<file path="config.mk">
export PLATFORM = sky130hd
export DESIGN_NAME = generic_processing_unit
export DESIGN_NICKNAME = d
export VERILOG_FILES = /design/src/rtl/pu_pkg.sv /design/src/rtl/seq_divider.sv /design/src/rtl/generic_processing_unit.sv
export SDC_FILE = /design/constraint.sdc
export NUM_CORES = 1
export LEC_CHECK = 0
export ABC_AREA = 1
export CORE_MARGIN = 2
export CORE_UTILIZATION = 44
export CTS_BUF_LIST = sky130_fd_sc_hd__clkbuf_8
export CTS_CLUSTER_DIAMETER = 60
export DETAILED_ROUTE_END_ITERATION = 10
export HOLD_SLACK_MARGIN = 0.1
export SYNTH_ARGS = -nofsm -noshare
export SYNTH_HDL_FRONTEND = slang
export SYNTH_SLANG_ARGS = --single-unit
</file>
<file path="constraint.sdc">
create_clock -name clk -period 5.4 [get_ports clk]
set_input_delay 0.81 -clock clk [delete_from_list [all_inputs] [get_ports clk]]
set_output_delay 0.81 -clock clk [all_outputs]
set_load 0.02 [all_outputs]
</file>
<file path="src/rtl/pu_pkg.sv">
// -----------------------------------------------------------------------------
// pu_pkg
// Shared definitions for generic_processing_unit and its sequential divider:
//   - ALU opcode encodings
//   - divider FSM state type
//   - is_legal_op() helper, which tells whether an opcode is one the unit executes
// -----------------------------------------------------------------------------
package pu_pkg;

    localparam logic [7:0] OP_ADD = 8'h05;
    localparam logic [7:0] OP_SUB = 8'h06;
    localparam logic [7:0] OP_MUL = 8'h07;
    localparam logic [7:0] OP_DIV = 8'h08;
    localparam logic [7:0] OP_NOT = 8'h09;
    localparam logic [7:0] OP_OR  = 8'h0A;
    localparam logic [7:0] OP_XOR = 8'h0B;
    localparam logic [7:0] OP_AND = 8'h0C;
    localparam logic [7:0] OP_SHL = 8'h15;
    localparam logic [7:0] OP_SHR = 8'h16;

    typedef enum logic [0:0] {
        ST_IDLE = 1'b0,
        ST_DIV  = 1'b1
    } div_state_e;

    function automatic logic is_legal_op(input logic [7:0] op);
        case (op)
            OP_ADD, OP_SUB, OP_MUL, OP_DIV, OP_NOT,
            OP_OR,  OP_XOR, OP_AND, OP_SHL, OP_SHR: return 1'b1;
            default:                                return 1'b0;
        endcase
    endfunction

endpackage

</file>
<file path="src/rtl/seq_divider.sv">
// -----------------------------------------------------------------------------
// seq_divider
// Unsigned restoring divider that produces one quotient bit per clock.
// A start with a nonzero divisor runs WIDTH iterations in ST_DIV.
// A start with a zero divisor finishes at once:
//   quotient  = all ones
//   remainder = dividend
//   err       = 1
// Ports:
//   clk, rstn            clock; asynchronous active-low reset
//   start                load the operands; only honoured while idle
//   dividend, divisor    operands (WIDTH bits each)
//   busy                 iteration in progress
//   done                 one-cycle pulse when new results are presented
//   finish               combinational: results update at the coming edge
//   quotient, remainder  results; held until the next completion
//   err                  last completion was a divide-by-zero
// -----------------------------------------------------------------------------
module seq_divider
    import pu_pkg::*;
#(
    parameter int WIDTH = 8
) (
    input  logic             clk,
    input  logic             rstn,
    input  logic             start,
    input  logic [WIDTH-1:0] dividend,
    input  logic [WIDTH-1:0] divisor,
    output logic             busy,
    output logic             done,
    output logic             finish,
    output logic [WIDTH-1:0] quotient,
    output logic [WIDTH-1:0] remainder,
    output logic             err
);

    localparam int CW = $clog2(WIDTH + 1);

    div_state_e       state_q, state_d;
    logic [CW-1:0]    count_q, count_d;
    logic [WIDTH-1:0] rem_q, rem_d;
    logic [WIDTH-1:0] quo_q, quo_d;   // dividend shifts out MSB-first, quotient shifts in
    logic [WIDTH-1:0] dvs_q, dvs_d;
    logic [WIDTH-1:0] quotient_q, quotient_d;
    logic [WIDTH-1:0] remainder_q, remainder_d;
    logic             done_q, done_d;
    logic             err_q, err_d;

    // Datapath for one restoring step.
    logic [WIDTH:0]   partial;
    logic [WIDTH:0]   trial;
    logic             fits;
    logic [WIDTH-1:0] step_rem;
    logic [WIDTH-1:0] step_quo;

    always_comb begin
        partial  = {rem_q, quo_q[WIDTH-1]};
        trial    = partial - {1'b0, dvs_q};
        fits     = (partial >= {1'b0, dvs_q});
        // The remainder stays below the divisor, so a successful trial fits in WIDTH bits.
        step_rem = fits ? trial[WIDTH-1:0] : partial[WIDTH-1:0];
        step_quo = {quo_q[WIDTH-2:0], fits};
    end

    // NOTE: every always_comb output gets a default before any branch, so no path
    // leaves a signal unassigned and no latch is inferred.
    always_comb begin
        state_d     = state_q;
        count_d     = count_q;
        rem_d       = rem_q;
        quo_d       = quo_q;
        dvs_d       = dvs_q;
        quotient_d  = quotient_q;
        remainder_d = remainder_q;
        err_d       = err_q;
        done_d      = 1'b0;
        finish      = 1'b0;

        case (state_q)
            ST_IDLE: begin
                if (start) begin
                    if (divisor == '0) begin
                        quotient_d  = '1;
                        remainder_d = dividend;
                        err_d       = 1'b1;
                        done_d      = 1'b1;
                        finish      = 1'b1;
                    end else begin
                        state_d = ST_DIV;
                        count_d = CW'(WIDTH);
                        rem_d   = '0;
                        quo_d   = dividend;
                        dvs_d   = divisor;
                    end
                end
            end
            ST_DIV: begin
                rem_d   = step_rem;
                quo_d   = step_quo;
                count_d = count_q - 1'b1;
                if (count_q == CW'(1)) begin
                    state_d     = ST_IDLE;
                    quotient_d  = step_quo;
                    remainder_d = step_rem;
                    err_d       = 1'b0;
                    done_d      = 1'b1;
                    finish      = 1'b1;
                end
            end
            default: state_d = ST_IDLE;
        endcase
    end

    // NOTE: sequential state uses non-blocking assignments only. All flops update
    // together at the edge, whatever order the statements are written in.
    always_ff @(posedge clk or negedge rstn) begin
        if (!rstn) begin
            state_q     <= ST_IDLE;
            count_q     <= '0;
            rem_q       <= '0;
            quo_q       <= '0;
            dvs_q       <= '0;
            quotient_q  <= '0;
            remainder_q <= '0;
            done_q      <= 1'b0;
            err_q       <= 1'b0;
        end else begin
            state_q     <= state_d;
            count_q     <= count_d;
            rem_q       <= rem_d;
            quo_q       <= quo_d;
            dvs_q       <= dvs_d;
            quotient_q  <= quotient_d;
            remainder_q <= remainder_d;
            done_q      <= done_d;
            err_q       <= err_d;
        end
    end

    assign busy      = (state_q == ST_DIV);
    assign done      = done_q;
    assign quotient  = quotient_q;
    assign remainder = remainder_q;
    assign err       = err_q;

endmodule

</file>
<file path="src/rtl/generic_processing_unit.sv">
// -----------------------------------------------------------------------------
// generic_processing_unit
// Small ALU. Every operation except division completes one cycle after start
// is accepted. Division is handed to seq_divider, which runs one bit per clock.
// Ports:
//   clk, rstn            clock; asynchronous active-low reset
//   start                request; accepted when busy=0
//   alu_opcode           operation select (see pu_pkg)
//   acc_data             operand A / dividend
//   rd_data              operand B / divisor / shift amount
//   busy                 division in progress (start ignored)
//   done                 one-cycle completion pulse
//   res_out              2*WIDTH result; {remainder, quotient} after a division
//   quotient, remainder  division results; only a division updates them
//   z, ci_alu, err       zero, carry/borrow, illegal-op or divide-by-zero
// -----------------------------------------------------------------------------
module generic_processing_unit
    import pu_pkg::*;
#(
    parameter int WIDTH = 8,
    parameter int SHW   = $clog2(2 * WIDTH)
) (
    input  logic               clk,
    input  logic               rstn,
    input  logic               start,
    input  logic [7:0]         alu_opcode,
    input  logic [WIDTH-1:0]   acc_data,
    input  logic [WIDTH-1:0]   rd_data,
    output logic               busy,
    output logic               done,
    output logic [2*WIDTH-1:0] res_out,
    output logic [WIDTH-1:0]   quotient,
    output logic [WIDTH-1:0]   remainder,
    output logic               z,
    output logic               ci_alu,
    output logic               err
);

    logic             accept;
    logic             is_div_op;
    logic             div_start;
    logic             div_busy;
    logic             div_done;
    logic             div_finish;
    logic             div_err;
    logic [WIDTH-1:0] div_quotient;
    logic [WIDTH-1:0] div_remainder;

    assign accept    = start && !div_busy;
    assign is_div_op = (alu_opcode == OP_DIV);
    assign div_start = accept && is_div_op;

    seq_divider #(
        .WIDTH (WIDTH)
    ) u_div (
        .clk       (clk),
        .rstn      (rstn),
        .start     (div_start),
        .dividend  (acc_data),
        .divisor   (rd_data),
        .busy      (div_busy),
        .done      (div_done),
        .finish    (div_finish),
        .quotient  (div_quotient),
        .remainder (div_remainder),
        .err       (div_err)
    );

    // Single-cycle operations.
    logic [2*WIDTH-1:0] a_ext;
    logic [2*WIDTH-1:0] b_ext;
    logic [2*WIDTH-1:0] alu_res;
    logic               alu_ci;
    logic               alu_err;

    always_comb begin
        a_ext   = {{WIDTH{1'b0}}, acc_data};
        b_ext   = {{WIDTH{1'b0}}, rd_data};
        alu_res = '0;
        alu_ci  = 1'b0;
        alu_err = !is_legal_op(alu_opcode);

        case (alu_opcode)
            OP_ADD: begin
                alu_res = a_ext + b_ext;
                alu_ci  = alu_res[WIDTH];
            end
            OP_SUB: begin
                alu_res = {{WIDTH{1'b0}}, acc_data - rd_data};
                alu_ci  = (acc_data < rd_data);
            end
            // The upper halves of both operands are zero, so the truncated product is exact.
            OP_MUL:  alu_res = a_ext * b_ext;
            OP_NOT:  alu_res = {{WIDTH{1'b0}}, ~acc_data};
            OP_OR:   alu_res = {{WIDTH{1'b0}}, acc_data | rd_data};
            OP_XOR:  alu_res = {{WIDTH{1'b0}}, acc_data ^ rd_data};
            OP_AND:  alu_res = {{WIDTH{1'b0}}, acc_data & rd_data};
            OP_SHL:  alu_res = a_ext << rd_data[SHW-1:0];
            OP_SHR:  alu_res = a_ext >> rd_data[SHW-1:0];
            default: alu_res = '0;
        endcase
    end

    // Result registers for single-cycle ops. src_div_q selects whether the
    // outputs reflect the divider or these registers. It switches to the divider
    // only at the edge where the divider presents new results. During a division
    // the outputs therefore keep showing the previous result.
    logic [2*WIDTH-1:0] res_q, res_d;
    logic               z_q, z_d;
    logic               ci_q, ci_d;
    logic               err_q, err_d;
    logic               done_q, done_d;
    logic               src_div_q, src_div_d;

    always_comb begin
        res_d     = res_q;
        z_d       = z_q;
        ci_d      = ci_q;
        err_d     = err_q;
        done_d    = 1'b0;
        src_div_d = src_div_q;

        if (accept && !is_div_op) begin
            res_d     = alu_res;
            z_d       = (alu_res == '0);
            ci_d      = alu_ci;
            err_d     = alu_err;
            done_d    = 1'b1;
            src_div_d = 1'b0;
        end

        if (div_finish) begin
            src_div_d = 1'b1;
        end
    end

    always_ff @(posedge clk or negedge rstn) begin
        if (!rstn) begin
            res_q     <= '0;
            z_q       <= 1'b0;
            ci_q      <= 1'b0;
            err_q     <= 1'b0;
            done_q    <= 1'b0;
            src_div_q <= 1'b0;
        end else begin
            res_q     <= res_d;
            z_q       <= z_d;
            ci_q      <= ci_d;
            err_q     <= err_d;
            done_q    <= done_d;
            src_div_q <= src_div_d;
        end
    end

    assign busy      = div_busy;
    assign done      = done_q | div_done;
    assign quotient  = div_quotient;
    assign remainder = div_remainder;
    assign res_out   = src_div_q ? {div_remainder, div_quotient} : res_q;
    assign z         = src_div_q ? (div_quotient == '0) : z_q;
    assign ci_alu    = src_div_q ? 1'b0 : ci_q;
    assign err       = src_div_q ? div_err : err_q;

endmodule

</file>
# Word-level counts from Yosys, hierarchy flattened
# Memory sizes are Yosys's and may differ from the RTL's.
# Index checks and enable logic that the tools add are counted.
# word_totals
word_cells	101
output_inout_bits	37
regBits	68
n_memories	1
in_bits	27
romBits	32
# classes
n_reduce_logical	14
eq_ne	15
bitwise	7
shift	2
muxes	40
magnitude_cmp	2
add_sub_neg	4
mul	1
# memory_table
memory	depth	word_bits	read_ports	rd_ports_with_merged_regs	wr	line	text
(name not given)	32	1	1	0	0	pu_pkg.sv:27	case (op)
# op_table
cell	count
16-bit case mux with 9 select lines	1
8-bit two-way mux	11
8-bit case mux with 2 select lines	4
8-bit by 4-bit == test with 1-bit output (second input constant)	5
8-bit by 3-bit == test with 1-bit output (second input constant)	3
8-bit by 5-bit == test with 1-bit output (second input constant)	2
16-bit logical NOT	1
8-bit logical NOT	2
8-bit by 8-bit multiplier with 16-bit output	1
1-bit two-way mux	16
16-bit two-way mux	1
8-bit by 4-bit << shifter with 16-bit output	1
8-bit by 4-bit >> shifter with 16-bit output	1
8-bit subtractor	2
8-bit by 8-bit adder with 9-bit output	1
9-bit by 8-bit greater-or-equal comparator with 1-bit output	1
8-bit bitwise AND	1
8-bit < comparator	1
4-bit two-way mux	2
8-bit NOT	1
8-bit OR	1
1-bit case mux with 2 select lines	4
4-bit case mux with 2 select lines	1
8-bit bitwise XOR	1
other kinds (12)	20

# Depth between registers and ports, before layout
# logic_depth
word_depth	6
ltp_mapped	26
mapped_depth_nobuf	25

# Hierarchy
# A second synthesis with hierarchy kept.
# hier_totals
cells_unflattened	1266
area_unflattened_um2	8261.7
# modules_own_cells
mod	instances	area_per_inst_um2	cells_each	seq_area_each_um2
generic_processing_unit	1	5664.2	946	525.5
seq_divider	1	2597.5	320	1176.1

# Worst setup path after synthesis
# No wires, ideal clock.
# synth_timing
path_type	input port to flip-flop
startpoint	input rd_data[7]
endpoint	register z_q
slack_ps	639
setup_time_ps	117
required_ps	5283
stages	24
t_arrival_ps	4644
path_buffers	1
path_cell_list	clkbuf_1 -> nand2_1 -> fa_1 -> fa_1 -> inv_1 -> fa_1 -> inv_1 -> fa_1 -> inv_1 -> ha_1 -> nand2_1 -> nand2_1 -> a21oi_1 -> nand2_1 -> nand2_1 -> nand2_1 -> nand2_1 -> nand3_1 -> nand2_1 -> inv_1 -> nand2_1 -> nor2_1 -> nand3_1 -> nand2_1
# synth_between
elab_chain_len	3
elab_cells_between_ends	8
classes_between	add/sub: 2; mul: 1; mux: 1; bitwise: 3; reduce/logical: 1
# synth_rtl
item	line	text
start, declared	generic_processing_unit.sv:28	input logic [WIDTH-1:0] rd_data,
8-bit by 8-bit multiplier with 16-bit output, or another cell as far along	generic_processing_unit.sv:93	OP_MUL: alu_res = a_ext * b_ext;
16-bit case mux with 9 select lines *	generic_processing_unit.sv:83	case (alu_opcode)
16-bit logical NOT *	generic_processing_unit.sv:125	z_d = (alu_res == '0);
end signal, assigned	generic_processing_unit.sv:147	z_q <= z_d;
end, declared	generic_processing_unit.sv:109	logic z_q, z_d;
# Every way passes the cells marked *; elsewhere a longest branch is shown, timed or not.
# A chain may end at the register's enable or synchronous reset.

# Worst setup path after layout
# layout_timing
startpoint	input acc_data[1]
endpoint	register z_q
# layout_between
elab_chain_len	3
elab_cells_between_ends	11
classes_between	add/sub: 2; mul: 1; shift: 2; mux: 1; bitwise: 4; reduce/logical: 1
# layout_rtl
item	line	text
start, declared	generic_processing_unit.sv:27	input logic [WIDTH-1:0] acc_data,
8-bit by 8-bit multiplier with 16-bit output, or another cell as far along	generic_processing_unit.sv:93	
16-bit case mux with 9 select lines *	generic_processing_unit.sv:83	
16-bit logical NOT *	generic_processing_unit.sv:125	
# Marks and branches as above.

==> results.sh <==
export IMPL_cts_htree_levels=3
export IMPL_number_of_non_filler_instances_in_the_completed_layout=1554
export IMPL_most_common_layout_cells="352 x nand2_1, 225 x inv_1, 130 x nand3_1"
export IMPL_buffer_ports_inserted=63
export IMPL_cp_required_ns=5.69
export IMPL_syn_to_final_growth_pct=16.58
export IMPL_cts_reportedPaths_clkPinSlew_ns=0.07
export IMPL_worstSkewPairLatency_ns=0.35
export IMPL_grt_overflow_total=0
export IMPL_grt_util_all_layers_pct=27.26
export IMPL_drt_first_iter_violations=609
export IMPL_ys_warn_count=0
export IMPL_critPathBufInv=6
export IMPL_num_io_pins=64
export IMPL_finalSetupTns_ns=0
export IMPL_maxClockFrequency_ghz=0.1963
export IMPL_routabilityCongestion=0.9977
export IMPL_vias_in_the_first_global_route=7643
export IMPL_worst_ep_arrival_time_ns=5.38
export IMPL_drt_antenna_violating_nets=0
export IMPL_core_sq_mm=0.01802
export IMPL_maxCapViolCount=0
export IMPL_timing_critical_path_slowest_stage_cell="fa_1"
export IMPL_fin_nets=1461
export IMPL_cts_made_buffers=9
export IMPL_setup_violating_endpoint_count_in_the_final_report=0
export IMPL_drt_first_pass_iters=5
export IMPL_viasPerCell=5.266
export IMPL_maximum_number_of_pins_on_one_net_before_global_route_repair=69
export IMPL_rsz0062_at_grt="false"
export IMPL_timing_final_hold_violations=0
export IMPL_grt_antenna_before_repair=0
export IMPL_critPathMaxFanout=6
export IMPL_cts_setup_buffers=0
export IMPL_synth_edf_count=0
export IMPL_path_type_of_the_worst_min_delay_path="reg -> reg"
export IMPL_hpwlAfterDp_um=21520
export IMPL_tritoncts="yes"
export IMPL_post_drt_wl_per_cell_um=16.93
export IMPL_final_worst_setup_slack_ns=0.3055
export IMPL_ctsLongestPathBuffers=2
export IMPL_netlist_cell_type_count=49
export IMPL_drc_violation_count_after_routing=0
export IMPL_vias=8184
export IMPL_yosysSeqAreaShare_pct=20.92
export IMPL_timing_clock_skew_ns=0.007090
export IMPL_synth_ff_latch_count=68
export IMPL_floorplan_die_height_um=140.0
export IMPL_ys_async_sr_fraction_pct=100.0
export IMPL_place_worst_setup_slack_ns=-0.1086
export IMPL_power_mw=2.675
export IMPL_synthesis_nets=1378
export IMPL_wl_met1_um=11850
export IMPL_synth_mux_area_fraction_pct=0
export IMPL_main_combinational_cell_family_by_area_after_synthesis="simple AND/OR/NAND/NOR gates"
export IMPL_layout_worst_path_cycle_share_pct=94.34
export IMPL_power_density_mw_per_mm2=282.1
export IMPL_global_route_wire_length_before_repair_um=42110
export IMPL_synth_top_flop_cell="dfrtp_1"
export IMPL_cts_root_buffer_cell="clkbuf_8"
export IMPL_cpPeakStageDelay_ns=0.54
export IMPL_critPathCaptureType="flop"
export IMPL_route_met3_wl_um=1558
export IMPL_start_kind="input pin"
export IMPL_synth_cell_area_sq_mm=0.008133
export IMPL_final_wirelength_um=26310
export IMPL_slew_viol_final=0
export IMPL_rows=49
export IMPL_synth_compound_area_share_pct=9.231
export IMPL_layout_min_cycle_time_ns=5.094
export IMPL_synth_simple_area_share_pct=33.97
export IMPL_timing_worst_slew_pin_value_ns=0.8723
export IMPL_synth_area_per_cell_sq_um=6.575
export IMPL_p_leak_nw=5.209
export IMPL_layout_cells_most_common="nand2_1"
export IMPL_initial_utilization_pct=45.12
export IMPL_vdd_ir_drop_worst_mv=0.2444
export IMPL_crit_family="adder cells"
export IMPL_met2RoutedLength_um=12210
export IMPL_critPathMostFrequentCell="nand2_1"
export IMPL_die_area_sq_mm=0.01959
export IMPL_post_place_cells=1538
export IMPL_xor_xnor_fraction_of_synth_area_pct=1.185
export IMPL_timing_slew_headroom_pct=41.85
export IMPL_outcome="completed"
export IMPL_postSynthCellCount=1237
export IMPL_cts_sinks=68
export IMPL_diodes=0
export IMPL_critPathKind="in -> reg"
export IMPL_die_width_um=140.0
export IMPL_finish_utilization_pct=52.60
export IMPL_synth_adder_area_share_pct=21.14
export IMPL_routed_top_layer="met4"
export IMPL_final_layout_size_suffix_gt1_share_pct=8.604
[path summary, 6_finish.rpt]
path                                           end  slack [ns]      startpoint  cells past startpoint
worst min register to register            res_q[1]        0.49        res_q[1]                      2
worst max-delay path                           z_q        0.31     acc_data[1]                     25
max in group asynchronous         u_div.count_q[0]        4.18            rstn                      2
worst min-delay path                      res_q[1]        0.49        res_q[1]                      2
worst max register to register  u_div.remainder[6]        2.95  u_div.rem_q[3]                      9
min in group asynchronous       u_div.remainder[2]        0.66            rstn                      2
[stage by stage]
| step | area [sq um] | hold slack (ns) |
|---|---|---|
| floorplan | 8133 | 0.4492 |
| global placement | 9248 | 0.4682 |
| detailed placement | 9248 | 0.4677 |
| CTS | 9463 | 0.4875 |
| global route | 9482 | 0.5002 |
| finish | 9482 | 0.4855 |
[flip-flops by register name, summed over array words and instances, names as in the netlist]
register,cells
u_div.rem_q,8
u_div.err,1
u_div.busy,1
u_div.count_q,4
done_q,1
u_div.quo_q,8
u_div.done,1
u_div.remainder,8
z_q,1
u_div.dvs_q,8
res_q,16
err_q,1
ci_q,1
src_div_q,1
u_div.quotient,8
[worst min-delay path, stage by stage, from the launching register on]
cell and delay (ns):
dfrtp_1 0.35, nand2_1 0.05, nand2_1 0.05
[per-layer routing]
| metal | vias to the layer above | global-route usage [%] |
|---|---|---|
| li1 | 4057 | - |
| met5 | - | 0 |
| met4 | 0 | 8.053 |
| met1 | 3831 | 38.71 |
| met3 | 34 | 3.043 |
| met2 | 262 | 44.03 |
[final cells by class]
type                    count  area [sq um]
multi-input cells         890          5338
well taps                 229         286.5
repair buffers            117          1060
clock buffers               9         123.9
fillers                  1886          8543
flip-flops and latches     68          1702
inverters                 234         880.8
clock inverters             7         91.34
[cells in the mapped netlist (all sizes together), types with 10 or more instances]
master | number | area [sq um]
nand2 | 358 | 1374
nand3 | 133 | 680.7
fa | 39 | 780.8
dfrtp | 68 | 1702
nand4 | 22 | 137.6
inv | 233 | 877.1
buf | 29 | 161.4
a31oi | 10 | 62.56
nor2 | 92 | 384.1
nor3 | 11 | 71.32
ha | 75 | 938.4
a21oi | 34 | 188.9
clkbuf | 16 | 60.06
o21ai | 75 | 379.1
[cell families after synthesis]
kind of cell / count (synthesis)
buf+inv: 279
compound gates: 134
flops: 68
xor+xnor: 11
fa+ha+maj: 114
simple gates: 631
[timing repair]
| action | CTS | global route |
|---|---|---|
| resized for setup | 0 | 7 |
| hold buffers | 0 | 0 |
| setup endpoints to repair | 0 | 2 |
[report_power, final]
part           internal (mW)  total (mW)  switching (mW)
clock network          0.258       0.456           0.198
registers              0.632       0.746           0.113
logic                  0.610        1.47           0.864
Power figures use the tool's default switching activity.
